$ cat src/rtl/lfu_pkg.sv
// rtl/lfu_pkg.sv - shared types and constants for the LFU counter bank
package lfu_pkg;
    localparam int NUM_WAYS = 4;
    localparam int SIZE_COUNTER_DEF = 4;

    typedef logic [1:0] way_t;
    typedef enum logic {IDLE, SWEEP} lfu_state_t;
endpackage

$ cat src/rtl/lfu_set_update.sv
// rtl/lfu_set_update.sv - combinational next value of one set's four LFU counters
module lfu_set_update
    import lfu_pkg::*;
#(
    parameter int SIZE_COUNTER = SIZE_COUNTER_DEF
) (
    input  logic [NUM_WAYS-1:0][SIZE_COUNTER-1:0] cur_cnt,
    input  logic                                  hit,
    input  logic                                  fill,
    input  way_t                                  way,
    input  logic                                  halve,
    input  logic                                  clear,
    output logic [NUM_WAYS-1:0][SIZE_COUNTER-1:0] nxt_cnt
);
    localparam logic [SIZE_COUNTER-1:0] CMAX = {SIZE_COUNTER{1'b1}};

    logic [NUM_WAYS-1:0][SIZE_COUNTER-1:0] base_cnt;

    always_comb begin
        base_cnt = cur_cnt;
        if (halve) begin
            for (int w = 0; w < NUM_WAYS; w++) base_cnt[w] = cur_cnt[w] >> 1;
        end
        nxt_cnt = base_cnt;
        if (clear) begin
            nxt_cnt = '0;
        end else if (hit) begin
            // A saturated way rescales the whole set so relative order survives
            if (base_cnt[way] == CMAX) begin
                for (int w = 0; w < NUM_WAYS; w++) nxt_cnt[w] = base_cnt[w] >> 1;
                nxt_cnt[way] = (base_cnt[way] >> 1) + SIZE_COUNTER'(1);
            end else begin
                nxt_cnt[way] = base_cnt[way] + SIZE_COUNTER'(1);
            end
        end else if (fill) begin
            nxt_cnt[way] = SIZE_COUNTER'(1);
        end
    end
endmodule

$ cat src/rtl/lfu_counter_bank.sv
// rtl/lfu_counter_bank.sv - per-set 4-way LFU use counters with hit/fill/invalidate updates
// Optional periodic decay sweep enabled by LFU_DECAY_EN.
module lfu_counter_bank
    import lfu_pkg::*;
#(
    parameter int SIZE_COUNTER = 4,
    parameter int NUM_SETS     = 16,
    parameter int DECAY_PERIOD = 1024
) (
    input  logic                        clk,
    input  logic                        rst_n,
    input  logic                        acc_valid,
    output logic                        acc_ready,
    input  logic [$clog2(NUM_SETS)-1:0] acc_set,
    input  logic [1:0]                  acc_way,
    input  logic                        acc_hit,
    input  logic                        inv_valid,
    input  logic [$clog2(NUM_SETS)-1:0] inv_set,
    input  logic [$clog2(NUM_SETS)-1:0] rd_set,
    output logic [SIZE_COUNTER-1:0]     count0,
    output logic [SIZE_COUNTER-1:0]     count1,
    output logic [SIZE_COUNTER-1:0]     count2,
    output logic [SIZE_COUNTER-1:0]     count3
);
    localparam int SW = $clog2(NUM_SETS);

    if (NUM_SETS < 2 || (NUM_SETS & (NUM_SETS - 1)) != 0 || DECAY_PERIOD < 1) begin : g_bad_param
        $error("lfu_counter_bank: invalid NUM_SETS or DECAY_PERIOD");
    end

    logic [NUM_SETS-1:0][NUM_WAYS-1:0][SIZE_COUNTER-1:0] cnt_q, cnt_d;
    logic [NUM_WAYS-1:0][SIZE_COUNTER-1:0]               count_q, count_d;
    logic [NUM_WAYS-1:0][SIZE_COUNTER-1:0]               upd_nxt;
    logic                                                sweeping;
    logic [SW-1:0]                                       sweep_idx;
    logic [SW-1:0]                                       upd_set;
    logic                                                accept;
    logic                                                upd_en;

`ifdef LFU_DECAY_EN
    localparam int TW = $clog2(DECAY_PERIOD + 1);

    lfu_state_t    state_q, state_d;
    logic [TW-1:0] timer_q, timer_d;
    logic [SW-1:0] sweep_idx_q, sweep_idx_d;

    always_comb begin
        state_d     = state_q;
        timer_d     = timer_q;
        sweep_idx_d = sweep_idx_q;
        case (state_q)
            IDLE: begin
                if (timer_q == TW'(DECAY_PERIOD - 1)) begin
                    state_d = SWEEP;
                    timer_d = '0;
                end else begin
                    timer_d = timer_q + TW'(1);
                end
            end
            SWEEP: begin
                if (sweep_idx_q == SW'(NUM_SETS - 1)) begin
                    state_d     = IDLE;
                    sweep_idx_d = '0;
                end else begin
                    sweep_idx_d = sweep_idx_q + SW'(1);
                end
            end
            default: state_d = IDLE;
        endcase
    end

    always_ff @(posedge clk or negedge rst_n) begin
        if (!rst_n) begin
            state_q     <= IDLE;
            timer_q     <= '0;
            sweep_idx_q <= '0;
        end else begin
            state_q     <= state_d;
            timer_q     <= timer_d;
            sweep_idx_q <= sweep_idx_d;
        end
    end

    assign sweeping  = (state_q == SWEEP);
    assign sweep_idx = sweep_idx_q;
    assign acc_ready = (state_q == IDLE);
`else
    assign sweeping  = 1'b0;
    assign sweep_idx = '0;
    assign acc_ready = 1'b1;
`endif

    // Accesses are blocked while sweeping, so one update path serves both
    assign accept  = acc_valid & acc_ready;
    assign upd_en  = accept | sweeping;
    assign upd_set = sweeping ? sweep_idx : acc_set;

    lfu_set_update #(
        .SIZE_COUNTER(SIZE_COUNTER)
    ) u_set_update (
        .cur_cnt (cnt_q[upd_set]),
        .hit     (accept & acc_hit),
        .fill    (accept & ~acc_hit),
        .way     (acc_way),
        .halve   (sweeping),
        .clear   (inv_valid && (inv_set == upd_set)),
        .nxt_cnt (upd_nxt)
    );

    always_comb begin
        cnt_d   = cnt_q;
        count_d = cnt_q[rd_set];
        for (int s = 0; s < NUM_SETS; s++) begin
            if (inv_valid && (inv_set == SW'(s))) begin
                cnt_d[s] = '0;
            end else if (upd_en && (upd_set == SW'(s))) begin
                cnt_d[s] = upd_nxt;
            end
        end
    end

    always_ff @(posedge clk or negedge rst_n) begin
        if (!rst_n) begin
            cnt_q   <= '0;
            count_q <= '0;
        end else begin
            cnt_q   <= cnt_d;
            count_q <= count_d;
        end
    end

    assign count0 = count_q[0];
    assign count1 = count_q[1];
    assign count2 = count_q[2];
    assign count3 = count_q[3];
endmodule

$ cat config.mk
export PLATFORM = sky130hd
export DESIGN_NAME = lfu_counter_bank
export DESIGN_NICKNAME = d
export VERILOG_FILES = /design/src/rtl/lfu_pkg.sv /design/src/rtl/lfu_set_update.sv /design/src/rtl/lfu_counter_bank.sv
export SDC_FILE = /design/constraint.sdc
export NUM_CORES = 1
export LEC_CHECK = 0
export ABC_CLOCK_PERIOD_IN_PS = 4100
export CAP_MARGIN = 30
export CORE_UTILIZATION = 28
export CTS_CLUSTER_SIZE = 24
export DETAILED_ROUTE_END_ITERATION = 6
export PLACE_DENSITY_LB_ADDON = 0.2
export SLEW_MARGIN = 20
export SYNTH_ARGS = -nofsm -noshare
export SYNTH_HDL_FRONTEND = slang
export SYNTH_SLANG_ARGS = --single-unit
export TNS_END_PERCENT = 10
$ cat constraint.sdc
create_clock -name clk -period 4.1 [get_ports clk]
set_input_delay 0.82 -clock clk [delete_from_list [all_inputs] [get_ports clk]]
set_output_delay 0.82 -clock clk [all_outputs]
set_load 0.02 [all_outputs]
==> run metrics, run 1 <==
unrepaired setup endpoints after global routing=true; routed vias=13165; per-cell routed wire length=27.9 um; GPL Wtd Cong=0.963; gr usage total=22.8%; Post-synth EDFFs=0; placed cell area=0.0179 mm2; drt first pass iters=5; clk_lat worst skew=0.56 ns; Die Ht=239 um; final hold violations=0; WS Path Type=input pin to flop; critical path's slowest cell=mux4_2; sequential area share after synthesis=43.2%; r2r setup slk=0.22 ns; worst-path cell chain=buf_12 > buf_4 > mux4_2 > mux4_2 > mux4_2 > ha_4 > inv_4 > nor3_2 > a32oi_2 > mux4_2 > a32oi_4 > buf_12 > a21oi_1; Yosys warning count=0; Mapped Area=0.0158 mm2; HP Class=input pin to asynchronous set/reset pin; # nets final=1542; most frequent cells in the layout=dfrtp_1 (272), o21ai_0 (227), buf_4 (147); initial antenna violation count=4; most common cell after layout, fill and taps aside=dfrtp_1; ys async rst share=100%; Pins Over Slew Limit=0; crit-path max FO=17; detailed placement HPWL=43700 um; initial core utilization=28.5%; Die Wd=239 um; # rows=86; WP data required=4.52 ns; Syn Nets=1428; leakage power=7.90 nW; min Tclk post-route=3.99 ns; PortBufs=34; power density over cell area=483 mW/mm2; CTS Buf Count=37; number of synthesized register bits=272; CTS tree=done; CP Data Arrival Time=4.41 ns; Core Region=0.0553 mm2; CTS root buf=clkbuf_16; reg2reg start=cnt_q[52]; Least-Margin Pin Slew=1.01 ns; post-route worst setup slack=0.105 ns; Max-Cap Viols=0; CTS max path bufs=3; Finished Cell Area=0.0192 mm2; top-level I/O count=36; via/cell ratio=5.74; sinks on the clock net=272; crit-path most repeated cell=mux4_2; first-pass GRT wire length=93800 um; diodes inserted=0; drt drc=0; final total power=9.28 mW; share of cells above drive strength 1=26.6%; Detailed Route WL=64100 um; vias in the first global route=13326; area delta synth->final=22.0%; Die ar.=0.0572 mm2; R2R cell count=11; total gr overflow=0; CP Capture Type=flop; CTS H-tree lvls=2; Max Clk Rate=250 MHz; max_slew headroom=32.4%; end of the critical path=cnt_q[113]; period utilisation layout=97.4%; Synth Instances=1407; top_reg_cell synth=dfrtp_1; Setup Viol. Count Final=0; CP max stage delay=0.60 ns; Startpoint Class=input pin; Clock Skew=0.0257 ns; status=finished, final reports clean; Starting DRT DRC Count=1406; # hold bufs at CTS=0; Synth Area per Inst=11.2 um2; Reg clk slew, reported paths=0.06 ns; pin count of the biggest net entering global routing=83; crit path from=acc_set[1]; Routed Antenna Nets=0; reg2reg end=cnt_q[113]; post-synthesis cell type count=69; maximum VDD drop=0.233 mV; pre-CTS WS=-0.795 ns
-- critical path: cells and delay by family --
| family | cells | cell delay (ns) |
|---|---|---|
| muxes | 4 | 2.18 |
| AOI/OAI and AO/OA | 3 | 0.59 |
| buffers and inverters | 4 | 0.53 |
| adders and majority gates | 1 | 0.23 |
| and+or+nand+nor | 1 | 0.04 |
-- Yosys cell counts, types with 21 or more instances --
cell | instances | area, um2
nor3_1 | 74 | 370
a32o_1 | 32 | 320
o21ai_0 | 227 | 1140
a21oi_1 | 138 | 691
nor2_1 | 42 | 158
clkbuf_1 | 60 | 225
nand2_1 | 129 | 484
buf_2 | 21 | 105
mux2i_1 | 38 | 380
dfrtp_1 | 272 | 6810
mux4_2 | 121 | 2730
-- registers in the layout, indices dropped and copies added, names as in the netlist --
register and count:
cnt_q 256, count0 4, count2 4, count3 4, count1 4
-- worst min-delay path by stage --
stage | slack (ns) | to | start | depth (start not counted)
2_1_floorplan | 0.46 | cnt_q[100] | cnt_q[100] | 2
3_3_place_gp | 0.48 | cnt_q[216] | cnt_q[216] | 2
3_5_place_dp | 0.49 | cnt_q[156] | cnt_q[156] | 2
4_1_cts | 0.28 | cnt_q[116] | rst_n | 1
5_1_grt | 0.31 | count1[3] | rst_n | 1
6_report | 0.25 | count1[3] | rst_n | 1
-- metrics by stage --
| stage | TNS [ns] | cells | util (%) | hold slack (ns) |
|---|---|---|---|---|
| 2_1_floorplan | -72.96 | 1407 | - | 0.458 |
| 3_3_place_gp | -133.68 | 2225 | 32.3 | 0.483 |
| 3_5_place_dp | -143.48 | 2228 | 32.4 | 0.487 |
| 4_1_cts | 0 | 2293 | 34.6 | 0.278 |
| 5_1_grt | -0.0116 | 2295 | 34.8 | 0.310 |
| 6_report | 0 | 2295 | 34.8 | 0.253 |
-- cell families after synthesis --
logic type / share of synthesized area (%)
mux: 24.0
compound gates: 18.5
other cells: 0.0238
simple gates: 9.01
xor+xnor: 0.445
fa+ha+maj: 0.159
flops: 43.2
buf+inv: 4.66
-- routing by layer --
metal,GRT usage (%),routed length (um),vias up
li1,-,-,5679
met1,31.0,27300,6709
met2,34.9,28800,616
met3,4.61,5010,157
met4,10.2,3030,4
met5,0,30,-
-- final cells by class --
type                            instances  area (um2)
Sequential cell                       272        6810
Multi-Input combinational cell       1004        8370
Timing Repair Buffer                  202        1870
Clock buffer                           50        1020
Tap cell                              748         936
Fill cell                            5544       36100
Clock inverter                         15         195
Inverter                                4        17.5
-- what timing repair did --
item | 4_1_cts | 5_1_grt
gates cloned | 0 | 0
endpoints found under the setup margin | 96 | 163
gates resized for setup | 3 | 8
pin swaps | 0 | 3
hold endpoints to repair | 0 | 0
buffers inserted | 0 | 1
-- power by group --
group          switching [mW]  internal, mW
logic                    1.21          1.18
clock network            1.31          2.01
registers               0.380          3.19
total                    2.90          6.38
Power figures use the tool's default switching activity.
==> run 2: changes to the inputs <==
--- a/config.mk
+++ b/config.mk
@@ -5,7 +5,7 @@
 export SDC_FILE = /design/constraint.sdc
 export NUM_CORES = 1
 export LEC_CHECK = 0
-export ABC_CLOCK_PERIOD_IN_PS = 4100
+export ABC_CLOCK_PERIOD_IN_PS = 3320
 export CAP_MARGIN = 30
 export CORE_UTILIZATION = 28
 export CTS_CLUSTER_SIZE = 24
==> constraint.sdc (replaced) <==
create_clock -name clk -period 3.32 [get_ports clk]
set_input_delay 0.664 -clock clk [delete_from_list [all_inputs] [get_ports clk]]
set_output_delay 0.664 -clock clk [all_outputs]
set_load 0.02 [all_outputs]
==> run 2 against run 1 <==
Clock power grew 25%. The run now ends with setup timing left. Combinational power grew 45%. Die area is the same. Clock skew grew 0.0033 ns. Critical path depth grew 1. Non-clock buffer count grew 136. Hold slack lost 0.11 ns. Via count grew 4.5%. Cell count grew 5.8%. Global-route usage grew 0.90 points. Highest routed layer is now met4. Sequential power grew 23%.
==> run metrics, run 2 (synthesis results as in run 1) <==
status=complete, but fails checks; failing checks=setup timing; min Tclk post-route=3.87 ns; placed cell area=0.0190 mm2 (+5.9%); Routed Antenna Nets=0 (unchanged); CP Capture Type=flop; # nets final=1676 (+8.7%); maximum VDD drop=0.343 mV (+47%); Max-Cap Viols=0 (unchanged); drt first pass iters=5 (unchanged); max_slew headroom=45.8% (+13 points); CTS H-tree lvls=2 (unchanged); Reg clk slew, reported paths=0.06 ns (about the same); diodes inserted=0 (unchanged); Pins Over Slew Limit=0 (unchanged); WP data required=3.74 ns (-0.78 ns); # hold bufs at CTS=0 (unchanged); detailed placement HPWL=46100 um (+5.5%); Least-Margin Pin Slew=0.813 ns (-0.201 ns); sinks on the clock net=272 (unchanged); r2r setup slk=-0.54 ns (-0.76 ns); worst-path cell chain=buf_2 > buf_12 > mux4_2 > mux4_2 > mux4_2 > ha_4 > inv_4 > nor3_2 > a32oi_2 > buf_4 > mux4_2 > a32oi_4 > buf_8 > a21oi_2; Die ar.=0.0572 mm2 (unchanged); Setup Viol. Count Final=256 (+256); most frequent cells in the layout=dfrtp_1 (272), buf_4 (265), o21ai_0 (174); vias in the first global route=13987 (+5.0%); Max Clk Rate=259 MHz; routed vias=13764 (+4.5%); initial core utilization=28.5% (unchanged); Core Region=0.0553 mm2 (unchanged); crit-path max FO=18 (+1); Starting DRT DRC Count=1423 (+1.2%); pin count of the biggest net entering global routing=81 (-2.4%); Multi-input gate area=0.00857 mm2 (+2.4%); GPL Wtd Cong=1.01 (+4.6%); crit-path most repeated cell=mux4_2; period utilisation layout=116%; first-pass GRT wire length=97900 um (+4.4%); most common cell after layout, fill and taps aside=dfrtp_1; CTS root buf=clkbuf_16; CTS Buf Count=35 (-5.4%); Detailed Route WL=66600 um (+3.9%); drt drc=0 (unchanged); gr usage total=23.7% (+0.90 points); share of cells above drive strength 1=36.5% (+9.9 points); CP max stage delay=0.56 ns (-0.04 ns); Reg area=0.00681 mm2 (unchanged); Die Ht=239 um (unchanged); power density over cell area=582 mW/mm2 (+21%); Clock Skew=0.0290 ns (+0.00332 ns); top-level I/O count=36 (unchanged); Finished Cell Area=0.0206 mm2 (+7.2%); CTS tree=done; per-cell routed wire length=27.4 um (-1.8%); CTS max path bufs=3 (unchanged); WS Path Type=input pin to flop; CP Data Arrival Time=4.29 ns (-0.12 ns); final hold violations=0 (unchanged); Pint=8.26 mW (+29%); sw frac=31.1% (-0.051 points); # rows=86 (unchanged); Top reg by flops=cnt_q; initial antenna violation count=4 (unchanged); unrepaired setup endpoints after global routing=true; Startpoint Class=input pin; PortBufs=34 (unchanged); clk_lat worst skew=0.56 ns (about the same); max reg flops=256 (unchanged); Clk network pwr share=34.6% (-1.2 points); HP Class=input pin to asynchronous set/reset pin; area delta synth->final=30.8%; combinational share of power=28.9% (+3.2 points); switching power=3.74 mW (+29%); via/cell ratio=5.67 (-1.2%); post-route worst setup slack=-0.547 ns (-0.652 ns); number of fill cells in the layout=5484 (-1.1%); setup_tns=-73.11 ns (-73.11 ns); total gr overflow=0 (unchanged); leakage power=8.63 nW (+9.2%); sequential share of power=36.5% (-2.0 points); critical path's slowest cell=mux4_2; Die Wd=239 um (unchanged)
## run 2: repair_timing
action / 4_1_cts / 5_1_grt
buffers inserted: 5 / 3
setup endpoints to repair: 256 / 256
pin swaps: 42 / 10
resized for setup: 123 / 30
cloned: 2 / 0
## run 2: critical path, delay by kind of cell
family	cells	cell delay, ns
AND/OR/NAND/NOR	1	0.04
buffers and inverters	5	0.69
adder cells (fa/ha/maj)	1	0.21
AO/OA/AOI/OAI	3	0.50
multiplexers	4	2.15
## run 2: path summary, 6_finish.rpt
check                      startpoint          to  cells past startpoint
max                        acc_set[0]   cnt_q[65]                     14
min                             rst_n  cnt_q[133]                      1
max reg2reg                 cnt_q[84]   cnt_q[65]                     12
min reg2reg                cnt_q[127]  cnt_q[127]                      1
max in group asynchronous       rst_n   count1[1]                      2
min in group clk           cnt_q[127]  cnt_q[127]                      1
## run 2: stage by stage
| step | power, mW | hold slack [ns] | utilization, % | cells | setup WS, ns |
|---|---|---|---|---|---|
| finish | 12.0 | 0.144 | 37.3 | 2429 | -0.547 |
| global route | 12.5 | 0.180 | 37.3 | 2429 | -0.628 |
| CTS | 12.0 | 0.153 | 37.1 | 2428 | -0.561 |
| detailed placement | 7.70 | 0.494 | 34.3 | 2358 | -1.48 |
| global placement | 7.66 | 0.484 | 34.2 | 2353 | -1.61 |
| floorplan | 6.18 | 0.368 | - | 1407 | -1.33 |
## run 2: area by class of cell
class / count / area share [%]
inverters: 4 / 0.0850
multi-input cells: 1004 / 41.6
clock inverters: 14 / 0.959
repair buffers: 338 / 14.7
clock buffers: 49 / 5.09
well taps: 748 / 4.54
flip-flops and latches: 272 / 33.0
## run 2: power groups by stage
stage | combinational (mW) | clock [mW] | sequential [mW]
5_1_grt | 3.71 | 4.35 | 4.47
3_5_place_dp | 3.28 | 0 | 4.42
6_report | 3.47 | 4.15 | 4.38
3_3_place_gp | 3.24 | 0 | 4.42
2_1_floorplan | 1.85 | 0 | 4.33
4_1_cts | 3.45 | 4.22 | 4.38
## run 2: metal layers
| layer | global-route usage (%) | vias up | part of all wire (%) |
|---|---|---|---|
| met5 | 0 | - | 0 |
| met4 | 9.52 | 0 | 4.2 |
| met3 | 4.18 | 141 | 7.6 |
| met2 | 37.1 | 642 | 46 |
| met1 | 32.4 | 7061 | 43 |
| li1 | - | 5920 | - |
==> run 3: changes to the inputs <==
--- a/config.mk
+++ b/config.mk
@@ -7,10 +7,13 @@
 export LEC_CHECK = 0
 export ABC_CLOCK_PERIOD_IN_PS = 3320
 export CAP_MARGIN = 30
+export CORE_ASPECT_RATIO = 1.75
+export CORE_MARGIN = 2
 export CORE_UTILIZATION = 28
 export CTS_CLUSTER_SIZE = 24
 export DETAILED_ROUTE_END_ITERATION = 6
 export PLACE_DENSITY_LB_ADDON = 0.2
+export SKIP_CTS_REPAIR_TIMING = 1
 export SLEW_MARGIN = 20
 export SYNTH_ARGS = -nofsm -noshare
 export SYNTH_HDL_FRONTEND = slang
==> run 3 against run 2 <==
The run still ends with setup timing left. Cell count decreased by 2.3%. Non-clock buffer count increased by 3. Critical path depth decreased by 1. Flip-flop and latch count unchanged. Global-route usage increased by 0.36 points. Largest cell class unchanged.
==> run metrics, run 3 (synthesis results as in run 1) <==
status=complete, but fails checks; failing checks=setup timing; Starting DRT DRC Count=1113 (-22%); sinks on the clock net=272 (unchanged); Clk network pwr share=29.3% (-5.3 points); clk_lat worst skew=0.60 ns (+0.04 ns); initial antenna violation count=1 (-3); R2R cell count=11 (-1); power density over cell area=557 mW/mm2 (-4.4%); sw frac=33.0% (+1.9 points); WS Path Type=input pin to flop; Top reg by flops=cnt_q; min Tclk post-route=3.84 ns (-0.0305 ns); first-pass GRT wire length=101000 um (+3.3%); initial core utilization=28.1% (-0.34 points); routed vias=13800 (+0.26%); Core Region=0.0560 mm2 (+1.2%); # rows=115 (+34%); placed cells=2314 (-1.9%); final hold violations=0 (unchanged); Pint=7.62 mW (-7.8%); share of cells above drive strength 1=35.4% (-1.1 points); Least-Margin Pin Slew=0.992 ns (+0.179 ns); period utilisation layout=116% (-0.92 points); leakage power=8.56 nW (-0.76%); Max Clk Rate=261 MHz (+0.79%); Finished Layout Cells=2373 (-2.3%); top-level I/O count=36 (unchanged); CP Data Arrival Time=4.29 ns (about the same); Clock Skew=0.0300 ns (+0.000982 ns); r2r setup slk=-0.51 ns (+0.03 ns); per-cell routed wire length=29.7 um (+8.4%); GPL Wtd Cong=0.955 (-5.2%); most common cell after layout, fill and taps aside=dfrtp_1; crit-path max FO=16 (-2); CTS max path bufs=3 (unchanged); detailed placement HPWL=52000 um (+13%); Setup Viol. Count Final=256 (unchanged); drt first pass iters=5 (unchanged); total gr overflow=0 (unchanged); CTS root buf=clkbuf_16; most frequent cells in the layout=dfrtp_1 (272), buf_4 (261), o21ai_0 (166); via/cell ratio=5.82 (+2.6%); CTS Buf Count=28 (-20%); max_slew headroom=33.9% (-12 points); switching power=3.76 mW (+0.51%); HP Class=input pin to asynchronous set/reset pin; Pins Over Slew Limit=0 (unchanged); vias in the first global route=14407 (+3.0%); reg2reg start=cnt_q[97]; WP data required=3.77 ns (+0.03 ns); Reg clk slew, reported paths=0.07 ns (about the same); Routed Antenna Nets=0 (unchanged); # nets final=1672 (-0.24%); post-route worst setup slack=-0.517 ns (+0.0305 ns); combinational share of power=31.9% (+3.0 points); Detailed Route WL=70600 um (+5.9%); Die ar.=0.0582 mm2 (+1.8%); drt drc=0 (unchanged); PortBufs=34 (unchanged); CP Capture Type=flop; pin count of the biggest net entering global routing=63 (-22%); final total power=11.4 mW (-5.2%); gr usage total=24.0% (+0.36 points); sequential share of power=38.8% (+2.3 points); max reg flops=256 (unchanged); unrepaired setup endpoints after global routing=true; Die Wd=183 um (-23%); CTS tree=done; Die Ht=318 um (+33%); reg2reg end=cnt_q[193]; Startpoint Class=input pin; area delta synth->final=29.8%; Max-Cap Viols=0 (unchanged); CTS H-tree lvls=1 (-1); maximum VDD drop=0.477 mV (+39%); Hold Slack=0.0165 ns (-0.127 ns)
## run 3: cell types whose count changed in the layout (fill, tap and decap cells not counted), sizes merged
cell / change
clkinv: -1
diode: +3
clkbuf: -11
bufinv: -1
## run 3: cell type report
cell class                      instances  area (um2)
Clock buffer                           35         767
Fill cell                            5403       35500
Tap cell                              702         878
Clock inverter                         12         155
Multi-Input combinational cell       1004        8610
Inverter                                4        17.5
Antenna cell                            3        7.51
Timing Repair Buffer                  341        3200
Sequential cell                       272        6810
## run 3: how the worst max path moves through the flow
stage	start	end	cells past startpoint	slack [ns]
2_1_floorplan	acc_set[1]	cnt_q[241]	17	-1.33
3_3_place_gp	acc_set[1]	cnt_q[65]	12	-1.15
3_5_place_dp	acc_set[1]	cnt_q[65]	12	-1.21
4_1_cts	cnt_q[212]	cnt_q[193]	11	-0.61
5_1_grt	cnt_q[125]	cnt_q[193]	11	-0.59
6_report	acc_set[0]	cnt_q[193]	13	-0.52
## run 3: through the flow
step | area, um2 | utilization, % | setup slack (ns) | TNS [ns]
after floorplan | 15900 | - | -1.33 | -232.24
after global placement | 19000 | 34.0 | -1.15 | -258.70
after detailed placement | 19100 | 34.0 | -1.21 | -270.61
after CTS | 20000 | 35.7 | -0.614 | -117.28
after global routing | 20400 | 36.5 | -0.594 | -106.34
final | 20400 | 36.5 | -0.517 | -84.52
## run 3: per-layer routing
layer	vias to the layer above	GRT usage, %	wire (um)
met5	-	0	0
met4	0	18.2	6610
met3	225	2.79	3020
met2	562	43.7	37300
met1	7091	25.0	23600
li1	5922	-	-
## run 3: power groups by stage
stage | combinational [mW] | sequential [mW] | clock [mW]
final | 3.63 | 4.41 | 3.33
after global routing | 3.85 | 4.48 | 3.50
after CTS | 3.49 | 4.41 | 3.38
after detailed placement | 3.48 | 4.46 | 0
after global placement | 3.45 | 4.46 | 0
after floorplan | 1.85 | 4.33 | 0
## run 3: critical path: stages
cell,delay (ns)
buf_4,0.15
buf_8,0.15
mux4_2,0.50
mux4_2,0.54
mux4_2,0.62
ha_4,0.24
inv_4,0.06
nor3_4,0.04
a32oi_4,0.23
mux4_2,0.57
a32oi_4,0.24
buf_12,0.18
a21oi_1,0.07
